### src/rtl/ifetch_pkg.sv
// Shared types and constants for the instruction fetch front end.
package ifetch_pkg;

  localparam int          INST_BYTES = 4;
  localparam logic [31:0] NOP_INST   = 32'h0000_0013;

  typedef struct packed {
    logic [31:0] pc;
    logic [31:0] inst;
  } fetch_entry_t;

endpackage

### src/rtl/ifetch_fifo.sv
// In-order queue of fetched {pc, inst} entries; flush wins over push/pop,
// and a push into a full queue is accepted when a pop happens the same cycle.
module ifetch_fifo
  import ifetch_pkg::*;
#(
  parameter  int QDEPTH = 4,
  localparam int PTR_W  = $clog2(QDEPTH),
  localparam int CNT_W  = PTR_W + 1
) (
  input  logic             clk,
  input  logic             rst,
  input  logic             flush,
  input  logic             push,
  input  logic             pop,
  input  fetch_entry_t     push_data,
  output fetch_entry_t     head_data,
  output logic             full,
  output logic             empty,
  output logic [CNT_W-1:0] count
);

  fetch_entry_t     mem_q [QDEPTH];
  logic [PTR_W-1:0] wr_ptr_q, wr_ptr_d;
  logic [PTR_W-1:0] rd_ptr_q, rd_ptr_d;
  logic [CNT_W-1:0] count_q, count_d;
  logic             pop_ok;
  logic             push_ok;
  logic             wr_en;

  assign full    = (count_q == CNT_W'(QDEPTH));
  assign empty   = (count_q == '0);
  assign count   = count_q;
  assign pop_ok  = pop & ~empty;
  assign push_ok = push & (~full | pop_ok);
  assign wr_en   = push_ok & ~flush;

  always_comb begin
    wr_ptr_d = wr_ptr_q;
    rd_ptr_d = rd_ptr_q;
    count_d  = count_q;
    if (flush) begin
      wr_ptr_d = '0;
      rd_ptr_d = '0;
      count_d  = '0;
    end else begin
      if (push_ok) wr_ptr_d = wr_ptr_q + PTR_W'(1);
      if (pop_ok)  rd_ptr_d = rd_ptr_q + PTR_W'(1);
      count_d = count_q + CNT_W'(push_ok) - CNT_W'(pop_ok);
    end
  end

  always_ff @(posedge clk) begin
    if (rst) begin
      wr_ptr_q <= '0;
      rd_ptr_q <= '0;
      count_q  <= '0;
    end else begin
      wr_ptr_q <= wr_ptr_d;
      rd_ptr_q <= rd_ptr_d;
      count_q  <= count_d;
    end
  end

  // Storage carries no reset; the consumer masks the head while empty.
  always_ff @(posedge clk) begin
    if (wr_en) mem_q[wr_ptr_q] <= push_data;
  end

  assign head_data = mem_q[rd_ptr_q];

endmodule

### src/rtl/ifetch_unit.sv
// Fetch front end: owns the fetch PC, drives the same-cycle ROM, queues
// {pc, inst} and hands entries to decode over valid/ready; redirects flush.
module ifetch_unit
  import ifetch_pkg::*;
#(
  parameter logic [31:0] RESET_PC = 32'h0000_0000,
  parameter int          QDEPTH   = 4
) (
  input  logic        clk,
  input  logic        rst,
  input  logic        fetch_en,
  output logic [31:0] imem_pc,
  input  logic [31:0] imem_inst,
  input  logic        redirect_valid,
  input  logic [31:0] redirect_pc,
  output logic        out_valid,
  input  logic        out_ready,
  output logic [31:0] out_pc,
  output logic [31:0] out_inst
);

  localparam int CNT_W = $clog2(QDEPTH) + 1;

  logic [31:0]      fetch_pc_q, fetch_pc_d;
  logic             push;
  logic             pop;
  logic             q_full;
  logic             q_empty;
  logic [CNT_W-1:0] q_count_unused;
  fetch_entry_t     new_entry;
  fetch_entry_t     head_entry;

  assign imem_pc   = fetch_pc_q;
  assign out_valid = ~q_empty;
  assign pop       = out_valid & out_ready & ~redirect_valid;
  assign push      = fetch_en & ~redirect_valid & (~q_full | pop);
  assign new_entry = {fetch_pc_q, imem_inst};

  always_comb begin
    fetch_pc_d = fetch_pc_q;
    if (redirect_valid)
      fetch_pc_d = {redirect_pc[31:2], 2'b00};
    else if (push)
      fetch_pc_d = fetch_pc_q + 32'(INST_BYTES);
  end

  always_ff @(posedge clk) begin
    if (rst) fetch_pc_q <= RESET_PC;
    else     fetch_pc_q <= fetch_pc_d;
  end

  ifetch_fifo #(
    .QDEPTH (QDEPTH)
  ) u_fifo (
    .clk       (clk),
    .rst       (rst),
    .flush     (redirect_valid),
    .push      (push),
    .pop       (pop),
    .push_data (new_entry),
    .head_data (head_entry),
    .full      (q_full),
    .empty     (q_empty),
    .count     (q_count_unused)
  );

  // Head is forced to zero while empty so stale/uninitialised storage never leaks.
  assign out_pc   = out_valid ? head_entry.pc   : 32'h0;
  assign out_inst = out_valid ? head_entry.inst : 32'h0;

endmodule

### config.mk
export PLATFORM = sky130hd
export DESIGN_NAME = ifetch_unit
export DESIGN_NICKNAME = d
export VERILOG_FILES = /design/src/rtl/ifetch_pkg.sv /design/src/rtl/ifetch_fifo.sv /design/src/rtl/ifetch_unit.sv
export SDC_FILE = /design/constraint.sdc
export NUM_CORES = 1
export LEC_CHECK = 0
export ABC_CLOCK_PERIOD_IN_PS = 8900
export CORE_ASPECT_RATIO = 1.2
export CORE_MARGIN = 5
export CORE_UTILIZATION = 55
export CTS_CLUSTER_SIZE = 10
export DETAILED_ROUTE_END_ITERATION = 6
export GPL_TIMING_DRIVEN = 0
export PLACE_DENSITY = 0.81
export RECOVER_POWER = 50
export SETUP_SLACK_MARGIN = 0.02
export SYNTH_ARGS = -nofsm -noshare
export SYNTH_HDL_FRONTEND = slang
export SYNTH_SLANG_ARGS = --single-unit
### constraint.sdc
create_clock -name clk -period 8.9 [get_ports clk]
set_input_delay 2.225 -clock clk [delete_from_list [all_inputs] [get_ports clk]]
set_output_delay 2.225 -clock clk [all_outputs]
set_load 0.005 [all_outputs]
* Yosys cells after proc, flatten, opt, wreduce, memory -nomap -nowiden
Memories as Yosys holds them, arrays and structs flattened. A register that Yosys moved wholly into a read port is not among the register bits. Cells that the tools add are included.
Word-level totals: input port bits 69, bits in writable memories 256, bits in registers 39, memories kept 1, output and inout bits 97, word-level logic and storage cells 35
Operators by class: add/sub/neg operators 5, bitwise operators 12, equal/unequal tests 1, mux-type cells 8, reduce and logical (&&, ||, !) cells 3
Memories:
- u_fifo.mem_q | depth 4, width 64, rd ports 1, clocked after Yosys merged registers in 1, wr ports 1, line ifetch_fifo.sv:22 | fetch_entry_t mem_q [QDEPTH];
Operators by type and width (number):
- 32-bit two-way mux | 4
- 32-bit by 3-bit adder with 32-bit output, second input constant | 1
- 1-bit bitwise AND | 7
- 2-bit by 1-bit adder with 2-bit output, second input constant | 2
- 2-bit two-way mux | 2
- 3-bit by 1-bit adder with 3-bit output | 1
- 3-bit == test, second input constant | 1
- 3-bit zero test | 1
- 1-bit NOT | 3
- 3-bit by 1-bit subtractor with 3-bit output | 1
- 1-bit two-way mux | 2
- 1-bit OR | 2
- 2-bit nonzero test | 1
- 2-bit OR reduction | 1

* Logic depth before layout (Yosys ltp)
Gate-level depths: netlist of run 1.
depth after elaboration 10, depth in mapped cells 8, gate-level depth less buffers 8

* Cells and area by module
A second synthesis of run 1 with hierarchy kept.
Second synthesis, totals: cells, all modules 681, area total of the unflattened synthesis 11975.2 um2
By module, submodules not included:
- ifetch_fifo | area each 9720.6 um2, seq. area each 7867.5 um2, instances 1, cells an instance 383
- ifetch_unit | area each 2254.7 um2, seq. area each 600.6 um2, instances 1, cells an instance 298

* Worst setup path before layout of run 1
OpenSTA, ideal clock, no wires.
kind input -> register, from input port fetch_en, to memory u_fifo.mem_q[0][0] (netlist bit) (enable), arrival time 4430 ps, stages on the path 4, buffers on the path 1, setup time 427 ps, path slack 4043 ps, data required time 8473 ps, cell sequence clkbuf_1 -> nand2_1 -> nor2_1 -> and2_1
Between the ends: longest elaborated chain between the ends 6
Ends and longest elaborated chain:
- start, declared | line ifetch_unit.sv:11 | input logic fetch_en,
- 1-bit bitwise AND (2 in series) | line ifetch_unit.sv:36 | assign push = fetch_en & ~redirect_valid & (~q_full | pop);
- 1-bit bitwise AND | line ifetch_fifo.sv:34 | assign push_ok = push & (~full | pop_ok);
- 1-bit bitwise AND | line ifetch_fifo.sv:35 | assign wr_en = push_ok & ~flush;
- 1-bit two-way mux | line ifetch_fifo.sv:66 | if (wr_en) mem_q[wr_ptr_q] <= push_data;
- 1-bit two-way mux (not written as such) | line ifetch_fifo.sv:66
- end, declared | line ifetch_fifo.sv:22
Every way passes these cells.

==> out/results.ini, run 1 <==
[place]
port-buffer-count=157
routabilityCongestion=0.914
place_area_um2=13500
dp_hpwl_mm=15.9

[critical_path]
r2r_cells=8
cp_max_fo=10
crit_path_start_kind=flop
r2r_setup_slack_ns=6.22
endpoint_kind=output port
rr_endpoint=u_fifo.count[2]$_SDFF_PP0_
cp_data_arrival_time_ns=2.94
required_ns=6.68
r2r-start=u_fifo.count[2]$_SDFF_PP0_
criticalPathCategory=reg2out

[cells_and_area]
fill_cells=1337
utilization_pct=69.4
layout.nets=936
postLayoutCellArea_um2=14500
diodes=0
drive_above_1_share_pct=14.0
area.growth.synth_to_final_pct=25.5

[clock_tree]
clk_latency_ns=0.49
cts_buffers=34
cts_tree=yes
cts_setup_buffers=0
hold_buffers=0
ctsHtreeMaxLevel=2
clkTransAtPathRegs_ns=0.06
cts_num_sinks=287
cts_max_path_buffers=3
cts_root_buf=clkbuf_16
postCtsResizedCells=0

[synth]
yosys-top-cells-area=edfxtp_1 65%, mux4_2 12%, dfxtp_1 6.8%
synth-edff-count=248
avgSynthCellArea_um2=17.5
synth_area_um2=11500
synth_top_area_share_pct=64.7
yosys_register_bits=287
synth_ff_type=edfxtp_1
ys.warnings.count=0
netlist_instances=659
async_reset_ff_share_pct=0
synth_area_leader_cell=edfxtp_1
yosysSeqAreaShare_pct=71.4
synth.distinct_cells=42

[global_route]
antenna_found_initial=1
grt-ovfl-total=0
track_usage_pct=20.7
grt_pass1_vias=7145
grt_max_degree=36
grt_pass1_wl_mm=38.8

[sta]
fmax_mhz=193
fin_crit_ns=5.17
slew-limit-headroom_pct=39.1
final-setup-viol-count=0
slew_viol_final=0
hold_ws_ns=0.521
tightest_slew_ns=0.909
fin_skew_ns=0.0149
rsz0062_at_grt=no
hold_violations=0
min_period_over_period_pct=58.1
tns_ns=0

[worst_hold_path]
hold-path-endpoint=u_fifo.wr_ptr_q[1]$_SDFFE_PP0N_
hp-class=reg2reg
min_from=u_fifo.wr_ptr_q[1]$_SDFFE_PP0N_
holdPathStages=2

[drt]
drt_wl_total_mm=24.4
vias=6576
avgRoutedWirePerCell_um=21.4
drc_errors=0
ant_nets=0
drt_pass1_iterations=5
first_iter_violations=607
via_per_inst=5.75

[die]
core_um2=20800
start_util_pct=55.3
dieHeight_um=169
io_pins=166
die_w_um=142
dieArea_um2=23900
fp-row-count=58

[flow_run]
maxCapViolCount=0

[power_and_ir_drop]
powerDensity_nw_per_um2=203
ir_worst_vdd_v=0.000152
p_leak_nw=4.66

[run_status]
outcome=completed

## layout make-up
class | count | area, um^2 | share of cell area [%]
plain buffers | 38 | 166 | 1.15
clock buffers | 49 | 971 | 6.72
clock inverters | 1 | 5.00 | 0.0346
inverters | 14 | 52.6 | 0.363
multi-input cells | 323 | 3050 | 21.1
flip-flops and latches | 287 | 8230 | 56.9
well taps | 270 | 338 | 2.34
repair buffers | 161 | 1650 | 11.4
## report_power, final
group	switching, W	internal, W	total [W]
Sequential	0.0000301	0.00150	0.00153
Clock	0.000477	0.000747	0.00122
Combinational	0.0000790	0.000100	0.000179
## worst max-delay path by stage
stage               cells after the start                       endpoint       from
floorplan                               4   u_fifo.mem_q[0][0]$_DFFE_PP_   fetch_en
global placement                        6  u_fifo.mem_q[1][50]$_DFFE_PP_  out_ready
detailed placement                      7   u_fifo.mem_q[2][5]$_DFFE_PP_  out_ready
CTS                                     5                     out_pc[12]       flop
global route                            5                     out_pc[13]       flop
finish                                  5                     out_pc[14]       flop
## worst max-delay path: stages (launching register included)
cell and delay (ns):
dfxtp_1 0.30, clkbuf_1 0.42, clkbuf_1 0.59, mux4_2 0.33, nor2b_1 0.25, clkdlybuf4s50_1 0.56
## cells by family after synthesis
logic type	Yosys count	share of synthesized area (%)
AO/OA/AOI/OAI	37	2.24
other	1	0.0326
adder cells (fa/ha/maj)	8	0.934
multiplexers	63	12.2
buffers and inverters	52	2.00
XOR/XNOR	28	2.13
AND/OR/NAND/NOR	183	9.02
flip-flops	287	71.4
## synth_stat cells (2+ instances only)
master / n
nor4_1: 5
buf_4: 5
nor3_1: 12
nand3_1: 12
and2_1: 6
a311oi_1: 5
mux4_2: 62
a211oi_1: 16
nand2_1: 27
buf_2: 7
dfxtp_1: 39
clkbuf_1: 24
or4b_1: 2
a21oi_1: 9
and4_1: 3
nor4b_2: 2
inv_1: 13
nor2b_1: 62
or3_1: 4
edfxtp_1: 248
ha_1: 7
nand4_1: 8
xnor2_1: 27
o21ai_0: 4
and3_1: 6
nor2_1: 28
## stage by stage
stage	total power (W)	std cells	setup slack (ns)
6_report	0.00293	1143	3.73
5_1_grt	0.00303	1143	3.54
4_1_cts	0.00296	1143	3.69
2_1_floorplan	0.00162	662	4.04
3_5_place_dp	0.00174	1093	4.21
3_3_place_gp	0.00173	1089	2.49
## placed cells by master, fill, tap and decap left out, drive strengths merged, types with 16 or more instances in the layout
cell / Yosys / routed
edfxtp: 248 / 248
nand2: 27 / 27
a211oi: 16 / 16
nor2: 28 / 28
clkbuf: 24 / 75
mux4: 62 / 62
xnor2: 27 / 27
clkdlybuf4s50: 0 / 93
dfxtp: 39 / 39
buf: 14 / 16
dlygate4sd3: 0 / 64
nor2b: 62 / 62
## routing by layer
layer | track usage, % | routed length, um | vias to the layer above
met2 | 34.7 | 12400 | 306
met1 | 27.6 | 9670 | 3258
met4 | 6.30 | 590 | 2
li1 | - | - | 2950
met5 | 0 | 14 | -
met3 | 3.98 | 1780 | 60
## flip-flops by register name, indices dropped and copies added (netlist names), named ones only
name,count
u_fifo.mem_q,248
imem_pc,30
u_fifo.rd_ptr_q,2
u_fifo.wr_ptr_q,2
u_fifo.count,3
Note: power is estimated with default switching activity, not from simulation.
==> run 2, diff against run 1 <==
Settings changed: ABC_CLOCK_PERIOD_IN_PS 8900 to 4800, CORE_UTILIZATION 55 to 54, PLACE_DENSITY 0.81 to 0.79.
Clock period 8.9 ns to 4.8 ns, I/O delays scaled along.
==> out/results.ini, run 2 (synthesis results as in run 1) <==
[drt]
ant_nets=0
drt_wl_total_mm=24.3
via_per_inst=5.79
vias=6629
drc_errors=0
drt_pass1_iterations=5
first_iter_violations=481
avgRoutedWirePerCell_um=21.2

[place]
routabilityCongestion=0.902
port-buffer-count=157
dp_hpwl_mm=16.0

[clock_tree]
cts_num_sinks=287
postCtsResizedCells=0
cts_tree=yes
ctsHtreeMaxLevel=2
cts_max_path_buffers=3
clkTransAtPathRegs_ns=0.06
cts_setup_buffers=0
cts_buffers=34
hold_buffers=0
clk_latency_ns=0.49
cts_root_buf=clkbuf_16

[critical_path]
slowest_stage=and2_0
criticalPathCategory=in2reg
cp_num_buf_inv=3
required_ns=4.96
cp_max_fo=48
crit_family=simple AND/OR/NAND/NOR gates
cp_data_arrival_time_ns=4.30
endpoint_kind=flop
crit_path_start_kind=input port
cp_slowest_stage_delay_ns=1.04
worstPathCellList=dlygate4sd3_1, or4b_1, clkbuf_1, nand2_1, nor2_1, and2_0, buf_16

[cells_and_area]
top_register=u_fifo.mem_q
area.growth.synth_to_final_pct=25.8
drive_above_1_share_pct=13.7
final_common_cell=edfxtp_1
final_cell_mix=248 x edfxtp_1, 105 x clkdlybuf4s50_1, 62 x mux4_2, 62 x nor2b_1, 52 x dlygate4sd3_1
largest_register_ffs=248
layout.nets=937

[global_route]
grt-ovfl-total=0
track_usage_pct=20.3
grt_max_degree=49
grt_pass1_vias=7018
grt_pass1_wl_mm=38.1
antenna_found_initial=1

[sta]
rsz0062_at_grt=no
final-setup-viol-count=0
hold_ws_ns=0.525
hold_violations=0
tightest_slew_ns=1.28
fin_crit_ns=4.14
min_period_over_period_pct=86.3
slew-limit-headroom_pct=14.4
slew_viol_final=0
fin_skew_ns=0.0121
fmax_mhz=241

[power_and_ir_drop]
ir_worst_vdd_v=0.000268
p_total_w=0.00543
p_leak_nw=4.64
powerDensity_nw_per_um2=375

[die]
start_util_pct=54.9
die_w_um=143
dieArea_um2=24400
io_pins=166
fp-row-count=58
core_um2=21000
dieHeight_um=170

[worst_hold_path]
hp-class=reg2reg

[run_status]
outcome=completed

[flow_run]
maxCapViolCount=0

## run 2: layout make-up
class / instances / area [um^2]
Multi-Input combinational cell: 323 / 3040
Buffer: 38 / 166
Clock buffer: 48 / 967
Timing Repair Buffer: 162 / 1690
Sequential cell: 287 / 8230
Fill cell: 1341 / 6480
Clock inverter: 1 / 5.00
Antenna cell: 1 / 2.50
Tap cell: 270 / 338
Inverter: 14 / 52.6
## run 2: metrics by stage
step                instances  util, %  cell area [um^2]  TNS (ns)  setup WS, ns
floorplan                 662        -             11500         0         0.968
global placement         1089     64.1             13400   -159.10        -0.668
detailed placement       1094     64.7             13600         0          1.10
CTS                      1143     69.4             14500         0         0.604
global route             1144     69.1             14500         0         0.488
finish                   1144     69.1             14500         0         0.659
## run 2: final timing paths
kind	start	end	slack, ns	cells after the start
max reg2reg	u_fifo.count[1]$_SDFF_PP0_	u_fifo.mem_q[1][25]$_DFFE_PP_	1.56	6
min reg2reg	u_fifo.wr_ptr_q[1]$_SDFFE_PP0N_	u_fifo.wr_ptr_q[1]$_SDFFE_PP0N_	0.52	2
min	u_fifo.wr_ptr_q[1]$_SDFFE_PP0N_	u_fifo.wr_ptr_q[1]$_SDFFE_PP0N_	0.52	2
max	out_ready	u_fifo.mem_q[1][25]$_DFFE_PP_	0.66	7
## run 2: routing by layer
layer  track usage (%)  wire length, um  vias up
li1                  -                -     2948
met1              26.8             9450     3340
met2              34.4            12400      296
met3              4.16             1960       45
met4              6.14              494        0
met5                 0                0        -
## run 2: where the power goes
part | switching, W | leakage, nW | internal, W | total [W]
Sequential | 0.0000552 | 2.60 | 0.00278 | 0.00283
Combinational | 0.000148 | 1.57 | 0.000191 | 0.000339
Clock | 0.000882 | 0.473 | 0.00138 | 0.00226
## run 2: worst register-to-register path: cells and delay by family (launching register included)
family / cells / cell delay (ns)
AND/OR/NAND/NOR: 4 / 1.81
buffers and inverters: 2 / 0.69
flip-flops: 1 / 0.39
==> run 3, diff against run 2 <==
Settings changed: SLEW_MARGIN set to 15.
==> results of run 3 <==
The final DEF is identical to that of run 2; final timing and power are the same.
